$ cat src/rtl/soc_fpga_ram_arb.sv
// Round-robin arbiter/sequencer for two requesters sharing one single-port RAM.
// Partial byte-enable writes become a read-modify-write over two cycles.
module soc_fpga_ram_arb #(
  parameter int DATAWIDTH = 32,
  parameter int ADDRWIDTH = 14,
  parameter int BEWIDTH   = DATAWIDTH / 8
) (
  input  logic                 PortAClk,
  input  logic                 PortARst,
  input  logic                 Req0Vld,
  output logic                 Req0Rdy,
  input  logic                 Req0Wr,
  input  logic [ADDRWIDTH-1:0] Req0Addr,
  input  logic [DATAWIDTH-1:0] Req0WData,
  input  logic [BEWIDTH-1:0]   Req0Be,
  output logic                 Rsp0Vld,
  output logic [DATAWIDTH-1:0] Rsp0RData,
  input  logic                 Req1Vld,
  output logic                 Req1Rdy,
  input  logic                 Req1Wr,
  input  logic [ADDRWIDTH-1:0] Req1Addr,
  input  logic [DATAWIDTH-1:0] Req1WData,
  input  logic [BEWIDTH-1:0]   Req1Be,
  output logic                 Rsp1Vld,
  output logic [DATAWIDTH-1:0] Rsp1RData,
  output logic [ADDRWIDTH-1:0] RamAddr,
  output logic [DATAWIDTH-1:0] RamDin,
  output logic                 RamWe,
  input  logic [DATAWIDTH-1:0] RamDout
);

  typedef enum logic {ACCEPT, MERGE} state_t;

  state_t state, stateNext;
  logic   LastGnt;
  logic   RspPend, RspOwner, RspIsRd;

  logic                 gnt0, gnt1, xfer;
  logic                 selWr;
  logic [ADDRWIDTH-1:0] selAddr;
  logic [DATAWIDTH-1:0] selWData;
  logic [BEWIDTH-1:0]   selBe;

  logic                 rmwLoad;
  logic                 complete, completeOwner, completeIsRd;
  logic [ADDRWIDTH-1:0] rmwAddr_p1;
  logic [DATAWIDTH-1:0] rmwWData_p1;
  logic [BEWIDTH-1:0]   rmwBe_p1;
  logic                 rmwOwner_p1;

  function automatic logic [DATAWIDTH-1:0] byteMerge(
    input logic [DATAWIDTH-1:0] oldWord,
    input logic [DATAWIDTH-1:0] newWord,
    input logic [BEWIDTH-1:0]   be
  );
    logic [DATAWIDTH-1:0] merged;
    for (int i = 0; i < BEWIDTH; i++) begin
      merged[8*i +: 8] = be[i] ? newWord[8*i +: 8] : oldWord[8*i +: 8];
    end
    return merged;
  endfunction

  // Grant: sole requester wins; on contention the one not granted last time wins.
  assign gnt0 = !PortARst && (state == ACCEPT) && Req0Vld && (!Req1Vld || LastGnt);
  assign gnt1 = !PortARst && (state == ACCEPT) && Req1Vld && (!Req0Vld || !LastGnt);
  assign xfer = gnt0 || gnt1;

  assign Req0Rdy = gnt0;
  assign Req1Rdy = gnt1;

  assign selWr    = gnt1 ? Req1Wr    : Req0Wr;
  assign selAddr  = gnt1 ? Req1Addr  : Req0Addr;
  assign selWData = gnt1 ? Req1WData : Req0WData;
  assign selBe    = gnt1 ? Req1Be    : Req0Be;

  always_comb begin
    stateNext     = state;
    RamAddr       = '0;
    RamDin        = '0;
    RamWe         = 1'b0;
    rmwLoad       = 1'b0;
    complete      = 1'b0;
    completeOwner = 1'b0;
    completeIsRd  = 1'b0;
    if (!PortARst) begin
      if (state == ACCEPT) begin
        if (xfer) begin
          complete      = 1'b1;
          completeOwner = gnt1;
          completeIsRd  = !selWr;
          if (!selWr) begin
            RamAddr = selAddr;
          end else if (&selBe) begin
            RamAddr = selAddr;
            RamDin  = selWData;
            RamWe   = 1'b1;
          end else if (selBe != '0) begin
            // Fetch the old word now; the write happens once it is on RamDout.
            RamAddr   = selAddr;
            rmwLoad   = 1'b1;
            complete  = 1'b0;
            stateNext = MERGE;
          end
        end
      end else begin
        RamAddr       = rmwAddr_p1;
        RamDin        = byteMerge(RamDout, rmwWData_p1, rmwBe_p1);
        RamWe         = 1'b1;
        complete      = 1'b1;
        completeOwner = rmwOwner_p1;
        stateNext     = ACCEPT;
      end
    end
  end

  always_ff @(posedge PortAClk) begin
    if (PortARst) begin
      state   <= ACCEPT;
      LastGnt <= 1'b1;
      RspPend <= 1'b0;
    end else begin
      state   <= stateNext;
      RspPend <= complete;
      if (xfer) LastGnt <= gnt1;
    end
  end

  // Stage p0 -> p1: capture the partial write for the merge cycle.
  always_ff @(posedge PortAClk) begin
    if (rmwLoad) begin
      rmwAddr_p1  <= selAddr;
      rmwWData_p1 <= selWData;
      rmwBe_p1    <= selBe;
      rmwOwner_p1 <= gnt1;
    end
    if (complete) begin
      RspOwner <= completeOwner;
      RspIsRd  <= completeIsRd;
    end
  end

  // Response stage: read data is the RAM's registered output of the previous cycle.
  assign Rsp0Vld   = !PortARst && RspPend && !RspOwner;
  assign Rsp1Vld   = !PortARst && RspPend && RspOwner;
  assign Rsp0RData = (Rsp0Vld && RspIsRd) ? RamDout : '0;
  assign Rsp1RData = (Rsp1Vld && RspIsRd) ? RamDout : '0;

endmodule

$ cat config.mk
export PLATFORM = sky130hd
export DESIGN_NAME = soc_fpga_ram_arb
export DESIGN_NICKNAME = d
export VERILOG_FILES = /design/src/rtl/soc_fpga_ram_arb.sv
export SDC_FILE = /design/constraint.sdc
export NUM_CORES = 1
export LEC_CHECK = 0
export BUFFER_PORTS_ARGS = -buffer_cell sky130_fd_sc_hd__buf_2
export CELL_PAD_IN_SITES_DETAIL_PLACEMENT = 1
export CELL_PAD_IN_SITES_GLOBAL_PLACEMENT = 1
export CORE_MARGIN = 2
export CORE_UTILIZATION = 33
export CTS_CLUSTER_SIZE = 30
export DETAILED_ROUTE_END_ITERATION = 8
export GPL_TIMING_DRIVEN = 0
export PLACE_DENSITY = 0.85
export SKIP_CTS_REPAIR_TIMING = 1
export SYNTH_ARGS = -nofsm -noshare
export SYNTH_HDL_FRONTEND = slang
export SYNTH_SLANG_ARGS = --single-unit
export TNS_END_PERCENT = 1
$ cat constraint.sdc
create_clock -name PortAClk -period 6.8 [get_ports PortAClk]
set_input_delay 1.36 -clock PortAClk [delete_from_list [all_inputs] [get_ports PortAClk]]
set_output_delay 1.36 -clock PortAClk [all_outputs]
set_load 0.02 [all_outputs]
Word level (Yosys, flattened, before mapping)
Cells that the tools add are included.
- output and inout bits: 115
- bits in latches: 0
- input port bits: 138
- RAM bits: 0
- bits in registers: 56
- bits in read-only memories: 0
- logic and storage cells: 73
- memories: 0
- multiplexer cells: 40
- multiply operators: 0
- reduce and logical (&&, ||, !) cells: 22
- $add $sub $neg: 0
- order comparisons: 0
- eq/ne operators: 0
- shift-type cells: 0
- div/mod/pow operators: 0
- bitwise logic cells: 2
- operator list (kind ; number):
    32-bit 2-to-1 mux ; 8
    14-bit 2-to-1 mux ; 7
    8-bit 2-to-1 mux ; 4
    1-bit 2-to-1 mux ; 20
    1-bit logical AND ; 10
    1-bit zero test ; 6
    4-bit 2-to-1 mux ; 1
    4-bit AND reduction ; 1
    4-bit nonzero test ; 1
    1-bit logical OR ; 3
    3-bit OR reduction ; 1
    1-bit inverter ; 2

Depth between registers and ports, before layout
Gate-level depths: netlist of run 1.
- depth after elaboration: 12
- gate-level depth with buffers: 8
- gate-level depth less buffers: 5

Least setup slack after synthesis of run 1
Ideal clock, no wire load.
- path type: input port to output port
- start point: input Req1Vld
- end point: output RamDin[15]
- required time: 5.440 ns
- stages: 5
- path buffers: 2
- path slack: 2.899 ns
- data arrival time: 2.541 ns
- path through: a21boi_1 buf_4 o31a_4 buf_6 o22ai_1
- cells in the longest elaborated chain, start to end: 9
- elaborated cells on any way between the ends: 15
- classes of those cells: 8 x mux; 7 x reduce/logical
- RTL lines (element ; RTL line ; text):
    start: declaration ; 18 ; input logic Req1Vld,
    1-bit logical AND (2 in a row) ; 65 ; assign gnt1 = !PortARst && (state == ACCEPT) && Req1Vld && (!Req0Vld || !LastGnt);
    4-bit 2-to-1 mux ; 74 ; assign selBe = gnt1 ? Req1Be : Req0Be;
    4-bit AND reduction ; 93 ; end else if (&selBe) begin
    32-bit 2-to-1 mux ; 93 ;
    32-bit 2-to-1 mux ; 91 ; if (!selWr) begin
    32-bit 2-to-1 mux * ; 87 ; if (xfer) begin
    32-bit 2-to-1 mux * ; 86 ; if (state == ACCEPT) begin
    32-bit 2-to-1 mux * ; 85 ; if (!PortARst) begin
    end: declaration ; 27 ; output logic [DATAWIDTH-1:0] RamDin,
Mark *: on every way between the ends. The rest lies on a longest branch, timed or not.

Final worst setup path of run 1
- start point: input PortARst
- end point: output Rsp0RData[10]
- cells in the longest elaborated chain, start to end: 5
- RTL lines (element ; RTL line ; text):
    start: declaration ; 9 ; input logic PortARst,
    1-bit zero test ; 143 ; assign Rsp0Vld = !PortARst && RspPend && !RspOwner;
    1-bit logical AND (2 in a row) ; 143 ;
    1-bit logical AND ; 145 ; assign Rsp0RData = (Rsp0Vld && RspIsRd) ? RamDout : '0;
    32-bit 2-to-1 mux ; 145 ;
    end: declaration ; 17 ; output logic [DATAWIDTH-1:0] Rsp0RData,
Every way passes these cells.

==> summary.txt, run 1 <==
Outcome
  • Status: completed

Job
  • Max Cap Violations: 0

Detailed routing
  • Total vias in the final route: ~4,600
  • Residual DRC count: 0
  • DRT Pass-1 Iters: 4
  • Avg WL per Cell: approximately 19 um
  • Antenna-violating nets left: 0
  • Final wirelength: 16,900 um
  • Vias per Instance: slightly above 5
  • First-iteration detailed-routing DRC count: just over 200

Power
  • Worst IR Drop VDD: 0.116 mV
  • Power Dens Cells: 160 nW/um^2
  • Leak pwr: 0.00324 uW

Logic synthesis
  • Register area share after synthesis: 39.3%
  • YS warnings: 0
  • Yosys cell types: 36
  • Mapped Nets: ~600
  • Average cell area after synthesis: approximately 9.1 um^2
  • Yosys reg bits: 56
  • Syn Inst Count: between 400 and 500
  • Cell area after synthesis: about 4200 um^2

Final layout
  • Commonest non-fill, non-tap cell in the layout: buf_2
  • Final core occ: 46.6%
  • P&R area growth vs syn: 38.8%
  • Layout cells sized above 1: between 40% and 50%
  • Finished Layout Cells: roughly 890
  • Leading cell types in the layout, fill and taps excluded: 262 x buf_2, 142 x nand2_1, 65 x and3_1
  • Final #Nets: roughly 860
  • Design area: 5830 um^2
  • Diodes inserted: 0

Clocking
  • CTS Buf Count: 5
  • H-tree levels: 2
  • Worst-path clk slew: about 0.080 ns
  • Clock root cell: clkbuf_16
  • Clk buf depth: 2
  • CTS sink count: 56
  • CTS tree: built
  • Worst-Skew Late Latency: approximately 0.30 ns

Global routing
  • GRT Overall Usage: a little under a quarter
  • Largest net degree at the start of global routing: 53
  • Vias in the first global route: around 4,800
  • Global route overflow: 0
  • Initial antenna violation count: 1
  • First-pass GRT wire length: around 25,000 um

Placement
  • IO Port Bufs: between 200 and 300
  • Placed insts: around 880
  • Dpl cell area: around 5700 um^2
  • DP HPWL: between 10,000 and 15,000 um
  • GP Congestion: about 0.8

Die
  • Die ar.: 13,700 um^2
  • Core area: about 13,000 um^2
  • Die X: approximately 120 um
  • Boundary pin count: ~250
  • Die H: about 120 um
  • Starting Density: approximately 34%
  • Site Rows: 41

Timing
  • RSZ-0062 raised after global routing: no
  • Worst slew pin tran: 1.12 ns
  • FMAX: ~220 MHz
  • Hold WS: 0.506 ns
  • Final Skew: about 0.0034 ns
  • Final Cycle Share: 67.1%
  • # setup viols final: 0
  • Fin. max-slew vios: 0
  • Endpoints failing hold: 0
  • Final worst path period need: about 4.6 ns
  • Total negative slack: 0 ns
  • Max-Slew Margin vs Limit: 25.0%

Setup path
  • Worst r2r src: LastGnt
  • Kind of critical path: in2out
  • Path depth of the worst reg2reg path: 6
  • Endpoint type of the worst setup path: output pin
  • Crit path required time: 5.44 ns
  • Startpoint type of the worst setup path: input port
  • Reg2Reg Setup Slack: roughly 4.3 ns
  • Reg2reg end: rmwWData_p1[18]
  • WP data arrival: about 3.2 ns
  • Crit path max fanout: 10

Worst hold path
  • Worst hold stages: 1
  • Worst-case hold path end point: LastGnt
  • Hold crit path type: reg2reg
  • HP Start: LastGnt
## cells by family after synthesis
family	share of synthesized area, %
muxes	16.6
buffers and inverters	5.21
AOI/OAI and AO/OA	11.0
and+or+nand+nor	28.0
DFF	39.3
## how the worst max path moves through the flow
| stage | slack (ns) | startpoint | to | depth (start not counted) |
|---|---|---|---|---|
| 6_report | 2.24 | PortARst | Rsp0RData[10] | 5 |
| 5_1_grt | 2.11 | PortARst | Rsp0RData[4] | 5 |
| 3_5_place_dp | 2.23 | PortARst | Rsp0RData[10] | 5 |
| 4_1_cts | 2.23 | PortARst | Rsp0RData[10] | 5 |
| 2_1_floorplan | 2.90 | Req1Vld | RamDin[15] | 5 |
| 3_3_place_gp | 2.15 | PortARst | Rsp0RData[9] | 5 |
## final cells by class
| cell class | instances | area, um^2 |
|---|---|---|
| plain buffers | 41 | 215 |
| clock buffers | 5 | 125 |
| clock inverters | 3 | 22.5 |
| fillers | 1611 | 6680 |
| inverters | 1 | 3.75 |
| multi-input cells | 362 | 2340 |
| flip-flops and latches | 56 | 1650 |
| well taps | 172 | 215 |
| repair buffers | 252 | 1260 |
## metrics by stage
step	power (uW)	setup slack, ns
6_report	935	2.24
5_1_grt	975	2.11
4_1_cts	940	2.23
3_5_place_dp	672	2.23
3_3_place_gp	660	2.15
2_1_floorplan	557	2.90
## where the power goes
part	switching (uW)	internal, uW
combinational	155	101
clock	132	139
sequential	5.45	402
## critical path: stages
cell	delay [ns]
buf_2	0.15
nor3b_1	0.92
clkbuf_1	0.38
and3_1	0.22
buf_2	0.17
## state kept, by name, summed over array words and instances (netlist names)
register / cells
RspOwner: 1
state: 1
RspPend: 1
LastGnt: 1
rmwOwner_p1: 1
rmwWData_p1: 32
rmwAddr_p1: 14
rmwBe_p1: 4
RspIsRd: 1
## cells in the mapped netlist, drive strengths merged
library cell,instances,share of area [%]
nand2,143,13
and3,65,9.7
mux2i,64,15
edfxtp,53,38
o22ai,32,5.5
buf,23,3.5
clkbuf,18,1.6
a221o,14,3.3
and2,14,2.1
mux2,5,1.3
nor2,4,0.54
dfxtp,3,1.4
and4,2,0.42
nand2b,2,0.30
nor3b,2,0.36
nor4,2,0.80
o31ai,2,0.36
a211o,1,0.21
a211oi,1,0.30
a21boi,1,0.18
a21oi,1,0.21
and3b,1,0.21
inv,1,0.089
nand4,1,0.15
nor2b,1,0.15
nor4b,1,0.36
o21ai,1,0.21
o21ba,1,0.24
o31a,1,0.42
## routing by layer
| metal | global-route usage (%) | part of all wire (%) | up-vias |
|---|---|---|---|
| li1 | - | - | 2189 |
| met1 | 27.4 | 39 | 2232 |
| met2 | 44.7 | 52 | 169 |
| met3 | 5.20 | 6.8 | 19 |
| met4 | 5.25 | 1.5 | 2 |
| met5 | 0 | 0.077 | - |
Note: power is estimated with default switching activity, not from simulation.
==> run 2, diff against run 1 <==
- CORE_UTILIZATION: 33 -> 28
- PLACE_DENSITY: 0.85 -> 0.77
- clock period: 6.8 -> 3.97 ns (I/O delays scaled with it)
==> run 2 against run 1 <==
Count of clock-buffer cells in the layout is the same. Total power grew 78%. Setup slack lost 1.7 ns. First-iteration DRC count shrank 20%. Sequential share of layout area shrank 0.17 points. Clock power grew 95%. Cell count grew 1.3%. Routed wire length grew 2.5%. Clock skew grew 0.0075 ns. Core utilization shrank 6.4 points. Sequential power grew 71%. Critical path type unchanged. Non-clock buffer count is the same.
==> summary.txt, run 2 (same netlist as run 1, synthesis figures left out) <==
Setup path
  • Critical-path cell list: buf_2, nor3b_1, clkbuf_1, and3_1, buf_2
  • CP Launch Point: PortARst
  • Kind of critical path: in2out
  • CP max stage cell: nor3b_1
  • Worst r2r src: LastGnt
  • Crit path to: Rsp0RData[21]
  • Reg2reg end: rmwWData_p1[10]
  • Critical path depth in cells: 5 (unchanged)
  • Top Family by Delay on Critical Path: simple AND/OR/NAND/NOR gates
  • Crit path max fanout: 10 (unchanged)
  • WP buf/inv: 3 (unchanged)
  • CP peak stage delay: 0.84 ns (-0.08 ns)
  • Most frequent CP cell: buf_2
  • Path depth of the worst reg2reg path: 6 (unchanged)
  • Startpoint type of the worst setup path: input port
  • WP data arrival: 2.61 ns (-0.59 ns)
  • Crit path required time: 3.18 ns (-2.26 ns)
  • Endpoint type of the worst setup path: output pin
  • Reg2Reg Setup Slack: 1.48 ns (-2.84 ns)

Final layout
  • Layout cells sized above 1: 41.5% (-0.14 points)
  • Top reg by flops: rmwWData_p1
  • Max reg flops: 32 (unchanged)
  • Storage element area: 1650 um^2 (unchanged)
  • Commonest non-fill, non-tap cell in the layout: buf_2
  • Final core occ: 40.2% (-6.4 points)
  • Diodes inserted: 0 (unchanged)
  • Multi-input logic area: 2340 um^2 (unchanged)
  • # fillers: 1,782 (+11%)
  • Final #Nets: 857 (unchanged)
  • Top Registers: rmwWData_p1 (32), rmwAddr_p1 (14), rmwBe_p1 (4)
  • P&R area growth vs syn: 39.6%
  • Leading cell types in the layout, fill and taps excluded: 262 x buf_2, 142 x nand2_1, 65 x and3_1

Die
  • Site Rows: 44 (+7.3%)
  • Core area: 14,600 um^2 (+17%)
  • Die H: 127 um (+8.3%)
  • Die ar.: 16,000 um^2 (+17%)
  • Starting Density: 28.8% (-4.8 points)
  • Boundary pin count: 253 (unchanged)
  • Die X: 127 um (+8.3%)

Detailed routing
  • Residual DRC count: 0 (unchanged)
  • Vias per Instance: 5.10 (-1.3%)
  • Avg WL per Cell: 19.2 um (+1.2%)
  • Final wirelength: 17,300 um (+2.5%)
  • First-iteration detailed-routing DRC count: 162 (-20%)
  • DRT Pass-1 Iters: 4 (unchanged)
  • Total vias in the final route: 4,614 (+0.065%)
  • Antenna-violating nets left: 0 (unchanged)

Placement
  • GP Congestion: 0.824 (+2.5%)
  • IO Port Bufs: 252 (unchanged)
  • DP HPWL: 13,600 um (+2.2%)

Timing
  • Worst slew pin tran: 1.02 ns (-0.102 ns)
  • Fin. max-slew vios: 0 (unchanged)
  • Final Cycle Share: approximately 86%
  • Total negative slack: 0 ns (unchanged)
  • RSZ-0062 raised after global routing: no
  • Final Skew: 0.0109 ns (+0.00748 ns)
  • Final worst path period need: between 3 and 4 ns
  • FMAX: about 300 MHz
  • # setup viols final: 0 (unchanged)
  • Endpoints failing hold: 0 (unchanged)
  • Max-Slew Margin vs Limit: 31.7% (+6.8 points)

Power
  • Worst IR Drop VDD: 0.164 mV (+42%)
  • Tot Pwr: 1670 uW (+78%)
  • Leak pwr: 0.00325 uW (+0.22%)
  • Power Dens Cells: 284 nW/um^2 (+77%)

Global routing
  • First-pass GRT wire length: 26,200 um (+5.1%)
  • GRT Overall Usage: 20.4% (-3.3 points)
  • Global route overflow: 0 (unchanged)
  • Initial antenna violation count: 0 (-1)
  • Largest net degree at the start of global routing: 53 (unchanged)
  • Vias in the first global route: 4,760 (-0.27%)

Clocking
  • Worst-Skew Late Latency: 0.31 ns (about the same)
  • Worst-path clk slew: 0.07 ns (about the same)
  • Clock root cell: clkbuf_16
  • CTS sink count: 56 (unchanged)
  • H-tree levels: 2 (unchanged)
  • Clk buf depth: 2 (unchanged)
  • CTS tree: built
  • CTS Buf Count: 5 (unchanged)

Worst hold path
  • Hold crit path type: reg2reg
  • HP Start: rmwOwner_p1

Job
  • Max Cap Violations: 0 (unchanged)

Outcome
  • Status: completed
run 2: changes by cell type in the layout (fill, tap and decap cells not counted), sizes merged:
cell and delta:
bufinv +1, inv -1
run 2: worst register-to-register path, stage by stage, from the launching register on:
cell and delay [ns]:
dfxtp_1 0.38, a21boi_1 0.09, buf_4 0.19, nand2_4 0.12
inv_2 0.10, nor4b_2 0.44, o21ba_4 0.79
run 2: layout make-up:
cell class / count / share of cell area [%]
Buffer: 41 / 3.67
Clock buffer: 5 / 2.13
Clock inverter: 3 / 0.725
Inverter: 1 / 0.0640
Sequential cell: 56 / 28.1
Multi-Input combinational cell: 362 / 39.9
Tap cell: 184 / 3.92
Timing Repair Buffer: 252 / 21.5
run 2: power breakdown:
group | total, uW | switching (uW) | leakage (uW) | internal (uW)
Combinational | 442 | 268 | 0.00266 | 174
Sequential | 697 | 9.22 | 0.000515 | 688
Clock | 526 | 228 | 0.0000814 | 298
Total | 1670 | 506 | 0.00325 | 1160
run 2: routing by layer:
metal | wire length (um) | GRT usage, %
met5 | 0 | 0
met4 | 161 | 4.07
met3 | 1190 | 4.22
met2 | 8750 | 37.2
met1 | 7240 | 25.0
run 2: metrics by stage:
step | hold slack (ns) | cell area, um^2 | setup WS (ns) | std cells
after global placement | 0.469 | 5700 | 0.493 | 896
after CTS | 0.537 | 5870 | 0.553 | 904
final | 0.536 | 5870 | 0.569 | 904
after detailed placement | 0.518 | 5700 | 0.572 | 896
after floorplan | 0.460 | 4200 | 1.18 | 460
after global routing | 0.581 | 5870 | 0.505 | 904
run 2: how the worst min path moves through the flow:
stage               endpoint  depth (start not counted)
floorplan            LastGnt                          1
global placement     LastGnt                          1
detailed placement   LastGnt                          1
CTS                  LastGnt                          1
global route        RspOwner                          2
finish              RspOwner                          2
==> run 3, diff against run 2 <==
- CORE_UTILIZATION: 28 -> 31
- PLACE_DENSITY: 0.77 -> 0.8
- clock period: 3.97 -> 3.55 ns (I/O delays scaled with it)
==> run 3 against run 2 <==
Combinational power rose by 11%. Sequential share of layout area rose by 0.15 points. Core utilization rose by 3.9 points. Final area fell by 0.53%. Cell count fell by 0.88%. Routed wire length fell by 2.5%. Register-to-register slack got worse by 0.39 ns. Clock power barely moved. Non-clock buffer count did not move. Global-route usage rose by 1.8 points. Setup slack got worse by 0.32 ns.
==> summary.txt, run 3 (same netlist as run 1, synthesis figures left out) <==
Setup path
  • Crit path required time: 2.84 ns (-0.34 ns)
  • Kind of critical path: in2out
  • Top Family by Delay on Critical Path: simple AND/OR/NAND/NOR gates
  • CP max stage cell: nor3b_1
  • WP buf/inv: 3 (unchanged)
  • Endpoint type of the worst setup path: output pin
  • CP peak stage delay: 0.92 ns (+0.08 ns)
  • Startpoint type of the worst setup path: input port
  • Most frequent CP cell: buf_2
  • Crit path max fanout: 10 (unchanged)
  • Critical-path cell list: buf_2, nor3b_1, clkbuf_1, and3_1, buf_2
  • WP data arrival: 2.59 ns (-0.02 ns)

Die
  • Die X: 120 um (-4.8%)
  • Boundary pin count: 253 (unchanged)
  • Starting Density: 31.7% (+2.9 points)
  • Die H: 120 um (-4.8%)
  • Die ar.: 14,500 um^2 (-9.4%)
  • Core area: 13,200 um^2 (-9.2%)
  • Site Rows: 42 (-4.5%)

Job
  • Max Cap Violations: 0 (unchanged)

Timing
  • Final Cycle Share: 93.0%
  • Final worst slack: 0.248 ns (-0.321 ns)
  • # setup viols final: 0 (unchanged)
  • Final worst path period need: ~3.3 ns
  • Fin. max-slew vios: 0 (unchanged)
  • Total negative slack: 0 ns (unchanged)
  • RSZ-0062 raised after global routing: no
  • Endpoints failing hold: 0 (unchanged)
  • Hold WS: 0.504 ns (-0.0323 ns)
  • Worst slew pin tran: 1.12 ns (+0.0972 ns)
  • Max-Slew Margin vs Limit: 25.2% (-6.5 points)
  • Final Skew: 0.00604 ns (-0.00481 ns)
  • FMAX: ~300 MHz

Clocking
  • CTS Buf Count: 5 (unchanged)
  • H-tree levels: 2 (unchanged)
  • CTS sink count: 56 (unchanged)
  • Clk buf depth: 2 (unchanged)
  • CTS tree: built
  • Clock root cell: clkbuf_16
  • Worst-path clk slew: 0.08 ns (about the same)
  • Worst-Skew Late Latency: 0.30 ns (about the same)

Power
  • Sw power: 572 uW (+13%)
  • Sequential share of power: 43.4% (+1.5 points)
  • Power Dens Cells: 308 nW/um^2 (+8.7%)
  • Worst IR Drop VDD: 0.237 mV (+44%)
  • Logic pwr share: 27.2% (+0.7 points)
  • Switching power share of the total: 31.8% (+1.4 points)
  • Internal Power: 1230 uW (+5.9%)
  • Tot Pwr: 1800 uW (+8.1%)
  • Leak pwr: 0.00324 uW (-0.35%)
  • Clock group share of total power: 29.4% (-2.2 points)

Detailed routing
  • Antenna-violating nets left: 0 (unchanged)
  • Total vias in the final route: 4,573 (-0.89%)
  • Avg WL per Cell: 18.9 um (-1.6%)
  • Final wirelength: 16,900 um (-2.5%)
  • DRT Pass-1 Iters: 4 (unchanged)
  • First-iteration detailed-routing DRC count: 166 (+2.5%)
  • Vias per Instance: 5.10 (about the same)
  • Residual DRC count: 0 (unchanged)

Worst hold path
  • Hold crit path type: reg2reg

Final layout
  • Leading cell types in the layout, fill and taps excluded: 262 x buf_2, 142 x nand2_1, 65 x and3_1
  • Diodes inserted: 0 (unchanged)
  • Max reg flops: 32 (unchanged)
  • Top reg by flops: rmwWData_p1
  • Final core occ: 44.1% (+3.9 points)
  • Top Registers: rmwWData_p1 (32), rmwAddr_p1 (14), rmwBe_p1 (4)
  • Commonest non-fill, non-tap cell in the layout: buf_2
  • # fillers: 1,677 (-5.9%)
  • Final #Nets: 857 (unchanged)
  • P&R area growth vs syn: 38.9%
  • Layout cells sized above 1: 41.7% (+0.14 points)

Global routing
  • Largest net degree at the start of global routing: 53 (unchanged)
  • Initial antenna violation count: 0 (unchanged)
  • Global route overflow: 0 (unchanged)
  • Vias in the first global route: 4,737 (-0.48%)
  • First-pass GRT wire length: 25,100 um (-4.1%)
  • GRT Overall Usage: 22.3% (+1.8 points)

Placement
  • IO Port Bufs: 252 (unchanged)
  • GP Congestion: 0.785 (-4.7%)
  • Worst slack, placed: 0.257 ns (-0.316 ns)
  • DP HPWL: 13,000 um (-4.1%)

Outcome
  • Status: completed
==> run 3: worst paths after layout <==
kind,from,end,slack [ns],depth (start not counted)
max,PortARst,Rsp0RData[12],0.25,5
min reg2reg,LastGnt,LastGnt,0.50,1
min,LastGnt,LastGnt,0.50,1
max reg2reg,LastGnt,rmwWData_p1[25],1.09,6
==> run 3: worst register-to-register path, stage by stage (launching register included) <==
cell and delay, ns:
dfxtp_1 0.36, a21boi_1 0.08, buf_4 0.18, nand2_4 0.12
inv_2 0.10, nor4b_2 0.45, o21ba_4 0.79
==> run 3: per-layer routing <==
metal / share of wire (%) / wire (um) / track usage (%)
met4: 1.5 / 250 / 5.81
met2: 51 / 8580 / 41.4
met1: 41 / 6890 / 25.3
met5: 0 / 0 / 0
met3: 7.0 / 1190 / 5.47
==> run 3: final cells by class <==
type | instances | area, um^2 | area share, %
Clock buffer | 5 | 125 | 2.14
Timing Repair Buffer | 252 | 1260 | 21.6
Inverter | 1 | 3.75 | 0.0643
Sequential cell | 56 | 1650 | 28.3
Buffer | 41 | 215 | 3.69
Tap cell | 176 | 220 | 3.77
Multi-Input combinational cell | 362 | 2340 | 40.1
Clock inverter | 3 | 21.3 | 0.364
==> run 3: per-stage QoR <==
stage / instance area [um^2] / std cells
2_1_floorplan: 4200 / 460
3_3_place_gp: 5690 / 888
3_5_place_dp: 5690 / 888
4_1_cts: 5840 / 896
5_1_grt: 5840 / 896
6_report: 5840 / 896
==> run 3: power groups by stage <==
| stage | combinational (uW) | clock (uW) | sequential, uW |
|---|---|---|---|
| after global placement | 473 | 0 | 794 |
| after detailed placement | 489 | 0 | 796 |
| after floorplan | 276 | 0 | 791 |
| after CTS | 492 | 545 | 781 |
| final | 490 | 529 | 780 |
| after global routing | 533 | 559 | 784 |
